## src/rtl/hssl_rx_frame_decoder_pkg.sv

```systemverilog
// Shared codes, state encodings and word classification for the HSSL receive-side frame decoder.
package hssl_rx_frame_decoder_pkg;

  localparam logic [7:0] K28_5 = 8'hBC;  // IDLE
  localparam logic [7:0] K27_7 = 8'hFB;  // SOF
  localparam logic [7:0] K29_7 = 8'hFD;  // EOF

  typedef enum logic [1:0] {
    LINK_DOWN,
    LINK_SYNC,
    LINK_UP
  } link_state_t;

  typedef enum logic {
    FRM_IDLE,
    FRM_DATA
  } frame_state_t;

  typedef enum logic [2:0] {
    W_IDLE,
    W_SOF,
    W_EOF,
    W_DATA,
    W_KOTHER,
    W_ERR
  } word_kind_t;

  // A word counts as errored on any disparity/table error or an illegal K-flag pattern.
  function automatic word_kind_t classify_word(
    input logic [7:0] byte0,
    input logic [3:0] charisk,
    input logic [3:0] disperr,
    input logic [3:0] encerr
  );
    word_kind_t kind;
    if ((|disperr) || (|encerr) || !((charisk == 4'b0000) || (charisk == 4'b0001))) begin
      kind = W_ERR;
    end else if (charisk == 4'b0000) begin
      kind = W_DATA;
    end else if (byte0 == K28_5) begin
      kind = W_IDLE;
    end else if (byte0 == K27_7) begin
      kind = W_SOF;
    end else if (byte0 == K29_7) begin
      kind = W_EOF;
    end else begin
      kind = W_KOTHER;
    end
    return kind;
  endfunction

endpackage

```

## src/rtl/hssl_rx_frame_decoder_if.sv

```systemverilog
// Transceiver-facing rx word bus plus the de-framed payload stream.
interface hssl_rx_frame_decoder_if;

  logic [31:0] rx_data_in;
  logic [3:0]  rx_charisk_in;
  logic [3:0]  rx_disperr_in;
  logic [3:0]  rx_encerr_in;

  logic [31:0] dat_out;
  logic        vld_out;
  logic        last_out;
  logic        frame_ok_out;
  logic        frame_err_out;

  modport master (
    output rx_data_in, rx_charisk_in, rx_disperr_in, rx_encerr_in,
    input  dat_out, vld_out, last_out, frame_ok_out, frame_err_out
  );

  modport slave (
    input  rx_data_in, rx_charisk_in, rx_disperr_in, rx_encerr_in,
    output dat_out, vld_out, last_out, frame_ok_out, frame_err_out
  );

endinterface

```

## src/rtl/hssl_rx_frame_decoder_link_monitor.sv

```systemverilog
// Link sync FSM: classifies each rx word, counts clean IDLEs to come up and errored words to go down.
module hssl_rx_frame_decoder_link_monitor
  import hssl_rx_frame_decoder_pkg::*;
#(
  parameter int SYNC_IDLES = 64,
  parameter int ERR_LIMIT  = 8,
  parameter int ERR_WINDOW = 1024
) (
  input  logic       clk_in,
  input  logic       reset_n_in,
  input  logic       i_rx_reset_done,
  input  logic [7:0] i_byte0,
  input  logic [3:0] i_charisk,
  input  logic [3:0] i_disperr,
  input  logic [3:0] i_encerr,
  output logic       o_link_up,
  output word_kind_t o_word_kind
);

  localparam int SYNC_W  = $clog2(SYNC_IDLES + 1);
  localparam int ERR_W   = $clog2(ERR_LIMIT + 1);
  localparam int CLEAN_W = $clog2(ERR_WINDOW + 1);

  link_state_t        r_state, w_state_next;
  logic [SYNC_W-1:0]  r_sync_cnt, w_sync_cnt_next;
  logic [ERR_W-1:0]   r_err_cnt, w_err_cnt_next;
  logic [CLEAN_W-1:0] r_clean_cnt, w_clean_cnt_next;
  word_kind_t         w_kind;

  assign w_kind      = classify_word(i_byte0, i_charisk, i_disperr, i_encerr);
  assign o_word_kind = w_kind;
  assign o_link_up   = (r_state == LINK_UP);

  always_ff @(posedge clk_in or negedge reset_n_in) begin
    if (!reset_n_in) begin
      r_state     <= LINK_DOWN;
      r_sync_cnt  <= '0;
      r_err_cnt   <= '0;
      r_clean_cnt <= '0;
    end else begin
      r_state     <= w_state_next;
      r_sync_cnt  <= w_sync_cnt_next;
      r_err_cnt   <= w_err_cnt_next;
      r_clean_cnt <= w_clean_cnt_next;
    end
  end

  always_comb begin
    w_state_next     = r_state;
    w_sync_cnt_next  = r_sync_cnt;
    w_err_cnt_next   = r_err_cnt;
    w_clean_cnt_next = r_clean_cnt;
    if (!i_rx_reset_done) begin
      w_state_next     = LINK_DOWN;
      w_sync_cnt_next  = '0;
      w_err_cnt_next   = '0;
      w_clean_cnt_next = '0;
    end else begin
      case (r_state)
        LINK_DOWN: begin
          w_state_next     = LINK_SYNC;
          w_sync_cnt_next  = '0;
          w_err_cnt_next   = '0;
          w_clean_cnt_next = '0;
        end
        LINK_SYNC: begin
          if (w_kind == W_IDLE) begin
            if (r_sync_cnt == SYNC_W'(SYNC_IDLES - 1)) begin
              w_state_next    = LINK_UP;
              w_sync_cnt_next = '0;
            end else begin
              w_sync_cnt_next = r_sync_cnt + 1'b1;
            end
          end else begin
            w_sync_cnt_next = '0;
          end
        end
        LINK_UP: begin
          // Reaching the limit drops the link, so the error count never needs to go past it.
          if (w_kind == W_ERR) begin
            w_clean_cnt_next = '0;
            if (r_err_cnt == ERR_W'(ERR_LIMIT - 1)) begin
              w_state_next   = LINK_DOWN;
              w_err_cnt_next = '0;
            end else begin
              w_err_cnt_next = r_err_cnt + 1'b1;
            end
          end else if (r_clean_cnt == CLEAN_W'(ERR_WINDOW - 1)) begin
            w_clean_cnt_next = '0;
            w_err_cnt_next   = '0;
          end else begin
            w_clean_cnt_next = r_clean_cnt + 1'b1;
          end
        end
        default: w_state_next = LINK_DOWN;
      endcase
    end
  end

endmodule

```

## src/rtl/hssl_rx_frame_decoder.sv

```systemverilog
// De-frames SOF/payload/EOF packets from the HSSL rx word stream into a payload stream with good/bad status.
module hssl_rx_frame_decoder
  import hssl_rx_frame_decoder_pkg::*;
#(
  parameter int MAX_LEN    = 256,
  parameter int SYNC_IDLES = 64,
  parameter int ERR_LIMIT  = 8,
  parameter int ERR_WINDOW = 1024
) (
  input  logic                     clk_in,
  input  logic                     reset_n_in,
  input  logic                     rx_reset_done_in,
  hssl_rx_frame_decoder_if.slave   bus,
  output logic                     link_up_out,
  output logic [31:0]              ok_cnt_out,
  output logic [31:0]              err_cnt_out
);

  word_kind_t   w_kind;
  logic         w_link_up;
  logic [31:0]  w_rx_data;
  logic [8:0]   w_len_words;
  logic         w_abort;

  frame_state_t r_frm_state, w_frm_state_next;
  logic [7:0]   r_len, w_len_next;
  logic [8:0]   r_cnt, w_cnt_next;
  logic [23:0]  r_xor, w_xor_next;
  logic [31:0]  r_hold, w_hold_next;
  logic         r_hold_vld, w_hold_vld_next;
  logic [31:0]  r_dat, w_dat_next;
  logic         r_vld, w_vld_next;
  logic         r_last, w_last_next;
  logic         r_ok, w_ok_next;
  logic         r_err, w_err_next;
  logic [31:0]  r_ok_cnt, w_ok_cnt_next;
  logic [31:0]  r_err_cnt, w_err_cnt_next;

  hssl_rx_frame_decoder_link_monitor #(
    .SYNC_IDLES (SYNC_IDLES),
    .ERR_LIMIT  (ERR_LIMIT),
    .ERR_WINDOW (ERR_WINDOW)
  ) u_link_monitor (
    .clk_in          (clk_in),
    .reset_n_in      (reset_n_in),
    .i_rx_reset_done (rx_reset_done_in),
    .i_byte0         (bus.rx_data_in[7:0]),
    .i_charisk       (bus.rx_charisk_in),
    .i_disperr       (bus.rx_disperr_in),
    .i_encerr        (bus.rx_encerr_in),
    .o_link_up       (w_link_up),
    .o_word_kind     (w_kind)
  );

  assign w_rx_data   = bus.rx_data_in;
  assign w_len_words = {1'b0, r_len} + 9'd1;

  assign link_up_out       = w_link_up;
  assign ok_cnt_out        = r_ok_cnt;
  assign err_cnt_out       = r_err_cnt;
  assign bus.dat_out       = r_dat;
  assign bus.vld_out       = r_vld;
  assign bus.last_out      = r_last;
  assign bus.frame_ok_out  = r_ok;
  assign bus.frame_err_out = r_err;

  always_ff @(posedge clk_in or negedge reset_n_in) begin
    if (!reset_n_in) begin
      r_frm_state <= FRM_IDLE;
      r_len       <= '0;
      r_cnt       <= '0;
      r_xor       <= '0;
      r_hold      <= '0;
      r_hold_vld  <= 1'b0;
      r_dat       <= '0;
      r_vld       <= 1'b0;
      r_last      <= 1'b0;
      r_ok        <= 1'b0;
      r_err       <= 1'b0;
      r_ok_cnt    <= '0;
      r_err_cnt   <= '0;
    end else begin
      r_frm_state <= w_frm_state_next;
      r_len       <= w_len_next;
      r_cnt       <= w_cnt_next;
      r_xor       <= w_xor_next;
      r_hold      <= w_hold_next;
      r_hold_vld  <= w_hold_vld_next;
      r_dat       <= w_dat_next;
      r_vld       <= w_vld_next;
      r_last      <= w_last_next;
      r_ok        <= w_ok_next;
      r_err       <= w_err_next;
      r_ok_cnt    <= w_ok_cnt_next;
      r_err_cnt   <= w_err_cnt_next;
    end
  end

  always_comb begin
    w_frm_state_next = r_frm_state;
    w_len_next       = r_len;
    w_cnt_next       = r_cnt;
    w_xor_next       = r_xor;
    w_hold_next      = r_hold;
    w_hold_vld_next  = r_hold_vld;
    w_dat_next       = r_dat;
    w_vld_next       = 1'b0;
    w_last_next      = 1'b0;
    w_ok_next        = 1'b0;
    w_err_next       = 1'b0;
    w_ok_cnt_next    = r_ok_cnt;
    w_err_cnt_next   = r_err_cnt;
    w_abort          = 1'b0;

    case (r_frm_state)
      FRM_IDLE: begin
        if (w_link_up) begin
          case (w_kind)
            W_SOF: begin
              // A length beyond what the sink accepts is rejected up front as a bad frame.
              if ({1'b0, w_rx_data[15:8]} >= 9'(MAX_LEN)) begin
                w_err_cnt_next = r_err_cnt + 32'd1;
              end else begin
                w_frm_state_next = FRM_DATA;
                w_len_next       = w_rx_data[15:8];
                w_cnt_next       = '0;
                w_xor_next       = '0;
                w_hold_vld_next  = 1'b0;
              end
            end
            W_EOF, W_DATA: w_err_cnt_next = r_err_cnt + 32'd1;
            default: ;
          endcase
        end
      end
      FRM_DATA: begin
        if (!w_link_up) begin
          w_abort = 1'b1;
        end else begin
          case (w_kind)
            W_IDLE: ;
            W_DATA: begin
              if (r_cnt == w_len_words) begin
                w_abort = 1'b1;
              end else begin
                // The previous word goes out only now, so the final one can still carry the EOF verdict.
                if (r_hold_vld) begin
                  w_dat_next = r_hold;
                  w_vld_next = 1'b1;
                end
                w_hold_next     = w_rx_data;
                w_hold_vld_next = 1'b1;
                w_cnt_next      = r_cnt + 9'd1;
                w_xor_next      = r_xor ^ w_rx_data[23:0];
              end
            end
            W_EOF: begin
              if (r_cnt != w_len_words) begin
                w_abort = 1'b1;
              end else begin
                w_dat_next       = r_hold;
                w_vld_next       = 1'b1;
                w_last_next      = 1'b1;
                w_frm_state_next = FRM_IDLE;
                w_hold_vld_next  = 1'b0;
                if (r_xor == w_rx_data[31:8]) begin
                  w_ok_next     = 1'b1;
                  w_ok_cnt_next = r_ok_cnt + 32'd1;
                end else begin
                  w_err_next     = 1'b1;
                  w_err_cnt_next = r_err_cnt + 32'd1;
                end
              end
            end
            default: w_abort = 1'b1;
          endcase
        end
      end
      default: w_frm_state_next = FRM_IDLE;
    endcase

    // The word that triggered an abort (including a SOF) is discarded, not restarted.
    if (w_abort) begin
      w_frm_state_next = FRM_IDLE;
      w_hold_vld_next  = 1'b0;
      w_err_cnt_next   = r_err_cnt + 32'd1;
      if (r_hold_vld) begin
        w_dat_next  = r_hold;
        w_vld_next  = 1'b1;
        w_last_next = 1'b1;
        w_err_next  = 1'b1;
      end
    end
  end

endmodule

```

## src/flat_wrapper.sv

```systemverilog
// flat-port wrapper written by rule: the top's interface ports become plain ports
module hssl_rx_frame_decoder_flat import hssl_rx_frame_decoder_pkg::*;
#(
  parameter int MAX_LEN    = 256,
  parameter int SYNC_IDLES = 64,
  parameter int ERR_LIMIT  = 8,
  parameter int ERR_WINDOW = 1024
)
  (clk_in, reset_n_in, rx_reset_done_in, link_up_out, ok_cnt_out, err_cnt_out, bus_rx_data_in, bus_rx_charisk_in, bus_rx_disperr_in, bus_rx_encerr_in, bus_dat_out, bus_vld_out, bus_last_out, bus_frame_ok_out, bus_frame_err_out);
  hssl_rx_frame_decoder_if bus_i ();
  input  logic clk_in;
  input  logic reset_n_in;
  input  logic rx_reset_done_in;
  output logic link_up_out;
  output logic [31:0] ok_cnt_out;
  output logic [31:0] err_cnt_out;
  input wire logic [$bits(bus_i.rx_data_in)-1:0] bus_rx_data_in;
  input wire logic [$bits(bus_i.rx_charisk_in)-1:0] bus_rx_charisk_in;
  input wire logic [$bits(bus_i.rx_disperr_in)-1:0] bus_rx_disperr_in;
  input wire logic [$bits(bus_i.rx_encerr_in)-1:0] bus_rx_encerr_in;
  output wire logic [$bits(bus_i.dat_out)-1:0] bus_dat_out;
  output wire logic [$bits(bus_i.vld_out)-1:0] bus_vld_out;
  output wire logic [$bits(bus_i.last_out)-1:0] bus_last_out;
  output wire logic [$bits(bus_i.frame_ok_out)-1:0] bus_frame_ok_out;
  output wire logic [$bits(bus_i.frame_err_out)-1:0] bus_frame_err_out;
  assign bus_i.rx_data_in = bus_rx_data_in;
  assign bus_i.rx_charisk_in = bus_rx_charisk_in;
  assign bus_i.rx_disperr_in = bus_rx_disperr_in;
  assign bus_i.rx_encerr_in = bus_rx_encerr_in;
  assign bus_dat_out = bus_i.dat_out;
  assign bus_vld_out = bus_i.vld_out;
  assign bus_last_out = bus_i.last_out;
  assign bus_frame_ok_out = bus_i.frame_ok_out;
  assign bus_frame_err_out = bus_i.frame_err_out;
  hssl_rx_frame_decoder #(.MAX_LEN(MAX_LEN), .SYNC_IDLES(SYNC_IDLES), .ERR_LIMIT(ERR_LIMIT), .ERR_WINDOW(ERR_WINDOW)) u_core (.clk_in(clk_in), .reset_n_in(reset_n_in), .rx_reset_done_in(rx_reset_done_in), .bus(bus_i), .link_up_out(link_up_out), .ok_cnt_out(ok_cnt_out), .err_cnt_out(err_cnt_out));
endmodule
```

## config.mk

```make
export PLATFORM = sky130hd
export DESIGN_NAME = hssl_rx_frame_decoder_flat
export DESIGN_NICKNAME = d
export VERILOG_FILES = /design/src/rtl/hssl_rx_frame_decoder_pkg.sv /design/src/rtl/hssl_rx_frame_decoder_if.sv /design/src/rtl/hssl_rx_frame_decoder_link_monitor.sv /design/src/rtl/hssl_rx_frame_decoder.sv /design/src/flat_wrapper.sv
export SDC_FILE = /design/constraint.sdc
export NUM_CORES = 1
export LEC_CHECK = 0
export BUFFER_PORTS_ARGS = -buffer_cell sky130_fd_sc_hd__buf_2
export CORE_ASPECT_RATIO = 1.25
export CORE_MARGIN = 2
export CORE_UTILIZATION = 51
export DETAILED_ROUTE_END_ITERATION = 16
export PLACE_DENSITY = 0.76
export REMOVE_ABC_BUFFERS = 1
export SLEW_MARGIN = 20
export SYNTH_ARGS = -nofsm -noshare
export SYNTH_HDL_FRONTEND = slang
export SYNTH_HIERARCHICAL = 1
export SYNTH_SLANG_ARGS = --single-unit
```

## constraint.sdc

```tcl
create_clock -name clk_in -period 2.84 [get_ports clk_in]
set_input_delay 0.568 -clock clk_in [delete_from_list [all_inputs] [get_ports clk_in]]
set_output_delay 0.568 -clock clk_in [all_outputs]
set_load 0.1 [all_outputs]
```

## Yosys cells after proc, flatten, opt, wreduce, memory -nomap -nowiden

Cells that the tools add are included.

- Register bits: 199
- Input bits: 47

- Add/sub/neg operators: 7
- Eq/ne operators: 38
- Multiplexer cells: 96
- Bitwise gates (word level): 4
- Reductions and logical operators: 18

Operators with widths:

| kind | number |
|---|---|
| $mux W32 | 14 |
| $pmux W32 S2 | 2 |
| $mux W24 | 5 |
| $add A32 B1 Y32 const B | 2 |
| $pmux W24 S2 | 1 |
| $mux W9 | 5 |
| $mux W1 | 39 |
| $mux W11 | 3 |
| $eq A24 B24 Y1 | 1 |
| $eq A8 B8 Y1 const B | 3 |
| $xor A24 B24 Y24 | 1 |
| $pmux W11 S2 | 1 |
| $mux W7 | 3 |
| $ne A3 B2 Y1 const B | 6 |
| $pmux W9 S2 | 1 |
| $mux W4 | 4 |
| $mux W3 | 5 |
| $pmux W7 S2 | 1 |
| $ne A3 B1 Y1 const B | 4 |
| $ne A4 B3 Y1 const B | 3 |
| $reduce_and A6 Y1 | 2 |
| $add A11 B1 Y11 const B | 1 |
| $eq A11 B10 Y1 const B | 1 |
| $mux W2 | 5 |
| 34 further kinds | 50 |

## Longest topological paths before layout

- Depth after elaboration: 12
- Gate-level depth with buffers: 12
- Gate-level depth less buffers: 11

## Hierarchy

Netlist, hierarchy kept.

By module, submodules not included:

| module | instances | cells an instance | area an instance (µm²) | sequential area each (µm²) |
|---|---|---|---|---|
| hssl_rx_frame_decoder | 1 | 744 | 7851.3 | 4379.2 |
| hssl_rx_frame_decoder_link_monitor | 1 | 148 | 1416.4 | 600.6 |

## Least setup slack after synthesis

OpenSTA, ideal clock, no wires.

- Path type: reg-to-reg
- From: register u_core.u_link_monitor.r_state[0]
- To: register u_core.r_ok_cnt[22], in the netlist u_core/ok_cnt_out[22]
- Data arrival time: 3444 ps
- Data required time: 2676 ps
- Setup slack: -767 ps
- Stages on the path, launching flop included: 9
- Path buffers: 0
- Clock period less this slack: 3607 ps
- Cells stage by stage: dfrtp_1 > nor2b_1 > nor2b_1 > and3_1 > nand2_1 > nor4_2 > nand2_1 > nor4_1 > xor2_1

- Word-level cells in the longest chain between the ends: 2

RTL lines:

| item | line | source |
|---|---|---|
| from (decl) | hssl_rx_frame_decoder_link_monitor.sv:24 | `link_state_t r_state, w_state_next;` |
| from (signal assigned) | hssl_rx_frame_decoder_link_monitor.sv:41 | `r_state <= w_state_next;` |
| $eq A2 B2 Y1 | hssl_rx_frame_decoder_link_monitor.sv:32 | `assign o_link_up = (r_state == LINK_UP);` |
| via link_up_out | flat_wrapper.sv:14 | `output logic link_up_out;` |
| $reduce_and A5 Y1 (no line) | - |  |
| to (signal assigned) | hssl_rx_frame_decoder.sv:94 | `r_ok_cnt <= w_ok_cnt_next;` |
| to (decl) | hssl_rx_frame_decoder.sv:36 | `logic [31:0] r_ok_cnt, w_ok_cnt_next;` |

The timed path passes the listed nets, and every way through them passes these cells.
A chain may end at the register's enable or synchronous reset.

## Worst setup path in the final report

- From: register u_core.r_len[0]
- To: register u_core.r_err_cnt[28], in the netlist u_core/err_cnt_out[28]

- Word-level cells in the longest chain between the ends: 8
- Elaborated cells on any way between the ends: 16

RTL lines:

| item | line | source |
|---|---|---|
| from (decl) | hssl_rx_frame_decoder.sv:26 | `logic [7:0] r_len, w_len_next;` |
| from (signal assigned) | hssl_rx_frame_decoder.sv:84 | `r_len <= w_len_next;` |
| $add A8 B1 Y9 (*) | hssl_rx_frame_decoder.sv:56 | `assign w_len_words = {1'b0, r_len} + 9'd1;` |
| $ne A9 B9 Y1 or $eq A9 B9 Y1 (tied branches) | hssl_rx_frame_decoder.sv:158, hssl_rx_frame_decoder.sv:143 |  |
| $mux W1 (on tied branches) | hssl_rx_frame_decoder.sv:158, hssl_rx_frame_decoder.sv:143 |  |
| $pmux W1 S3 | hssl_rx_frame_decoder.sv:140 | `case (w_kind)` |
| $mux W1 | hssl_rx_frame_decoder.sv:137 | `if (!w_link_up) begin` |
| $mux W1 | hssl_rx_frame_decoder.sv:115 | `case (r_frm_state)` |
| $ne A3 B2 Y1 (no line) or $ne A3 B1 Y1 (tied branches) | - |  |
| $reduce_and A6 Y1 (no line) | - |  |
| to (signal assigned) | hssl_rx_frame_decoder.sv:95 | `r_err_cnt <= w_err_cnt_next;` |
| to (decl) | hssl_rx_frame_decoder.sv:37 | `logic [31:0] r_err_cnt, w_err_cnt_next;` |

Mark *: on every way between the ends. The rest lies on a longest branch, timed or not.

==> out/results.txt <==
The commonest cells after synthesis are 199 x sky130_fd_sc_hd__dfrtp_1, 175 x sky130_fd_sc_hd__nand2_1, 68 x sky130_fd_sc_hd__nand3_1. The proportion of synthesized flip-flops having asynchronous set or reset was 100%. For the worst setup path, the data arrival time is 3.22 ns. The combined area of all synthesized cells was 9270 µm².

The final critical delay including setup and external delays is 2.87 ns, and the total placed cells including tap cells is 1329. At the worst endpoint, the required time is 3.19 ns. The highest fanout seen on the critical path is 6, and the fraction of layout cells with a size suffix above 1 is 32.2%.

The die covers 19300 µm². The number of enable flip-flop cells after synthesis came out at 0. Hold timing on the final database bottoms out at a slack of 0.0613 ns.

The run gives 55 as the number of placement rows. Entering global routing, the biggest net connects 74 pins. The root buffer cell is sky130_fd_sc_hd__clkbuf_16. Sequential cells were found to cover 53.7% of the synthesized design area. The startpoint identified for the worst register-to-register timing path is u_core/r_len[0]$_DFFE_PN0P_. The worst pin sits at a relative slew slack of 50.5%. The worst setup path startpoint was u_core/r_len[0]$_DFFE_PN0P_.

The HPWL after detailed placement is 14900 µm. The biggest area contributor in the post-synthesis netlist is sky130_fd_sc_hd__dfrtp_1. The min-delay analysis places its worst path in the category primary input to async pin. The final reports fail on setup timing.

The count of cells in the finished layout, fillers not included, comes to 1374. For the setup violation total in the final timing report, the log shows 1. Final-report hold violation count: 0. Clock latency on the worst-skew pair, taken at its later pin, is 0.43 ns.

The layout has 1378 filler cells. The power density over the cells is 453 nW/µm², and the antenna diode count is 0. Setup slack on the worst reg-to-reg path comes out at -0.03 ns.

Leading cell type by number of instances after synthesis: sky130_fd_sc_hd__dfrtp_1. The area of the core came out at 18000 µm². For this configuration, the core starts out at a cell density of 51.6%. The port buffer count came out at 147.

The clock sink count was 199; the number of levels in the clock H-tree was 4. The tools report the type of element capturing the critical path as a flop. Setup repair after global routing could not meet its margin everywhere. The logs give 0 for the total count of max-transition violations in the final report and 0 for the max-capacitance violation count.

TritonCTS built the clock tree. Global routing consumed, over all layers together, 22.2% of the routing resources. The count of synthesis-stage warnings from yosys is 6, and the setup clock skew after layout is 0.0129 ns. Compared with the post-synthesis result, the final layout area differs by 29.1%. IR analysis of the VDD net gives a maximum drop of 0.378 mV. For the number of vias after detailed routing, the log shows 7541. For this design the static power due to leakage is 0.00618 µW.

The worst path uses 101% of the clock period. The number of global-route vias before repair is 7473. The flow ran to the end, but the final reports show violations. Dividing the detail-routed wire length by the instance count gives 16.1 µm.

After detailed routing, the number of vias per cell comes to 5.49. The routed design has 22200 µm of wire. The critical path ends at u_core/err_cnt_out[28]$_DFFE_PN0P_. The maximum clock rate was 0.349 GHz; the global-route wire length before repair was 35200 µm. For the number of distinct library cell variants in the gate-level netlist after synthesis, the log shows 66. The clock passes through at most 2 buffers. The number of antenna violations at the first check in global routing is 0, and the remaining number of nets flagged by the antenna check after routing is 0. The transition time at the pin with the least slew margin was 0.733 ns. The number of hold buffers added after CTS was 0. For this run, the post-layout net count is 1187. The floorplan step set the die width to 125 µm. After detailed routing, the number of remaining DRC violations is 0.

The run gives -0.0292 ns as the minimum setup slack in the final design. Leading register cell type out of synthesis: sky130_fd_sc_hd__dfrtp_1. Critical path class: flop to flop.

The worst setup path is launched from a flop. The congestion estimate from routability-driven global placement came to 0.829. After clock tree synthesis, the clock-pin slew on the worst setup and hold paths is 0.07 ns. For this block, the initial DRC count from the detailed router was 426. The detailed-router iteration count before antenna repair is 5.

After synthesis, the cell types taking the most area are sky130_fd_sc_hd__dfrtp_1 54%, sky130_fd_sc_hd__nand2_1 7.1%, sky130_fd_sc_hd__xor2_1 5.7%. The synthesized design devotes to its leading area cell type 53.7% of total area. The boundary pin count was 148.

The tools report the count of mapped cells out of synthesis as 892. After synthesis, the mean cell area works out to 10.4 µm². The logs give 17 for the number of buffers added by the clock tree synthesis step and 0 for the aggregate global routing overflow.

Counting cells, the worst reg-to-reg path comes to 10. The endpoint of the worst register-to-register path is u_core/err_cnt_out[28]$_DFFE_PN0P_. In this run, synthesis produced a sequential element count of 199.

The die is 155 µm tall.
-- metrics by stage --
step	power [µW]	utilization [%]	worst slack (ns)	cell area (µm²)	TNS [ns]
after floorplan	2920	-	-0.959	9150	-119.31
after global placement	3060	60.8	-0.176	10900	-8.53
after detailed placement	3060	60.8	-0.227	10900	-12.27
after CTS	5480	64.2	-0.00478	11500	-0.00478
after global routing	5630	66.6	-0.135	12000	-2.00
final	5420	66.6	-0.0292	12000	-0.0292
-- cell type report --
type / count / area, µm² / share of cell area, %
Sequential cell: 199 / 4980 / 41.6
Multi-Input combinational cell: 655 / 4380 / 36.6
Timing Repair Buffer: 247 / 1680 / 14.0
Clock buffer: 19 / 433 / 3.62
Tap cell: 228 / 285 / 2.38
Clock inverter: 13 / 163 / 1.36
Inverter: 13 / 48.8 / 0.408
-- where the power goes --
part           internal [µW]  leakage [µW]  switching (µW)
Sequential              2830       0.00274            1.15
Clock                   1330      0.000285            1090
Combinational           63.2       0.00315             109
-- kinds of logic (layout without fill, tap and decap cells) --
logic type      count (synthesis)  in the layout  synth area share (%)
xor+xnor                      110            110                  10.4
fa+ha+maj                       7              7                 0.945
mux                            36             36                  4.37
simple gates                  422            422                  22.8
compound gates                 80             80                  5.98
flops                         199            199                  53.7
buf+inv                        38            292                  1.77
-- timing repair --
item,4_1_cts,5_1_grt
setup endpoints to repair,20,83
setup buffers,1,6
cloned,0,6
resized for setup,1,52
pin swaps,2,20
-- registers in the layout, summed over array words and instances (netlist names) --
| signal | cells |
|---|---|
| u_core/r_hold | 32 |
| u_core/u_link_monitor/r_state | 2 |
| u_core/r_hold_vld | 1 |
| u_core/r_frm_state | 1 |
| u_core/r_xor | 24 |
| u_core/r_len | 8 |
| u_core/bus.last_out | 1 |
| u_core/u_link_monitor/r_clean_cnt | 11 |
| u_core/u_link_monitor/r_sync_cnt | 7 |
| u_core/bus.dat_out | 32 |
| u_core/ok_cnt_out | 32 |
| u_core/err_cnt_out | 32 |
| u_core/bus.frame_err_out | 1 |
| u_core/bus.frame_ok_out | 1 |
| u_core/u_link_monitor/r_err_cnt | 4 |
| u_core/r_cnt | 9 |
| u_core/bus.vld_out | 1 |
-- how the worst min path moves through the flow --
stage | cells after the start | endpoint | startpoint
floorplan | 0 | u_core/bus.dat_out[0]$_DFF_PN0_ | reset_n_in
global route | 1 | u_core/bus.dat_out[29]$_DFF_PN0_ | reset_n_in
CTS | 1 | u_core/bus.dat_out[31]$_DFF_PN0_ | reset_n_in
finish | 1 | u_core/bus.dat_out[29]$_DFF_PN0_ | reset_n_in
global placement | 2 | u_core/r_hold[22]$_DFFE_PN0P_ | u_core/r_hold[22]$_DFFE_PN0P_
detailed placement | 2 | u_core/r_hold[12]$_DFFE_PN0P_ | u_core/r_hold[12]$_DFFE_PN0P_
-- cell usage in the layout, fill, tap and decap left out, types with 7 or more instances in the layout --
cell / Yosys / routed
sky130_fd_sc_hd__nor3_1: 33 / 19
sky130_fd_sc_hd__nand2_1: 175 / 171
sky130_fd_sc_hd__o21ai_0: 37 / 37
sky130_fd_sc_hd__clkbuf_16: 0 / 21
sky130_fd_sc_hd__nor3_2: 1 / 12
sky130_fd_sc_hd__buf_2: 5 / 146
sky130_fd_sc_hd__mux2_2: 36 / 36
sky130_fd_sc_hd__nand3_1: 68 / 67
sky130_fd_sc_hd__xnor2_1: 50 / 50
sky130_fd_sc_hd__inv_1: 13 / 13
sky130_fd_sc_hd__nor2_1: 45 / 40
sky130_fd_sc_hd__xor2_1: 60 / 60
sky130_fd_sc_hd__ha_1: 7 / 7
sky130_fd_sc_hd__and3_1: 18 / 18
sky130_fd_sc_hd__buf_4: 0 / 85
sky130_fd_sc_hd__nand4_1: 24 / 24
sky130_fd_sc_hd__nor4_4: 3 / 7
sky130_fd_sc_hd__nand2b_1: 8 / 7
sky130_fd_sc_hd__buf_12: 0 / 8
sky130_fd_sc_hd__dfrtp_1: 199 / 199
-- routing by layer --
| metal | part of all wire (%) | track usage [%] | up-vias | routed length (µm) |
|---|---|---|---|---|
| met5 | 0 | 0 | - | 0 |
| met4 | 1.2 | 7.12 | 0 | 260 |
| met3 | 4.4 | 4.01 | 20 | 971 |
| met2 | 51 | 38.3 | 199 | 11300 |
| met1 | 43 | 28.5 | 3732 | 9570 |
| li1 | - | - | 3590 | - |
-- worst max-delay path, stage by stage (launching register included) --
cell and delay [ns]:
sky130_fd_sc_hd__dfrtp_1 0.41, sky130_fd_sc_hd__nand4_1 0.13, sky130_fd_sc_hd__or3_4 0.42, sky130_fd_sc_hd__a2111oi_4 0.41
sky130_fd_sc_hd__o2111ai_2 0.23, sky130_fd_sc_hd__a311o_1 0.35, sky130_fd_sc_hd__o311a_4 0.17, sky130_fd_sc_hd__buf_4 0.15
sky130_fd_sc_hd__buf_6 0.14, sky130_fd_sc_hd__nor3b_2 0.19, sky130_fd_sc_hd__xor2_1 0.18
Note: power is estimated with default switching activity, not from simulation.
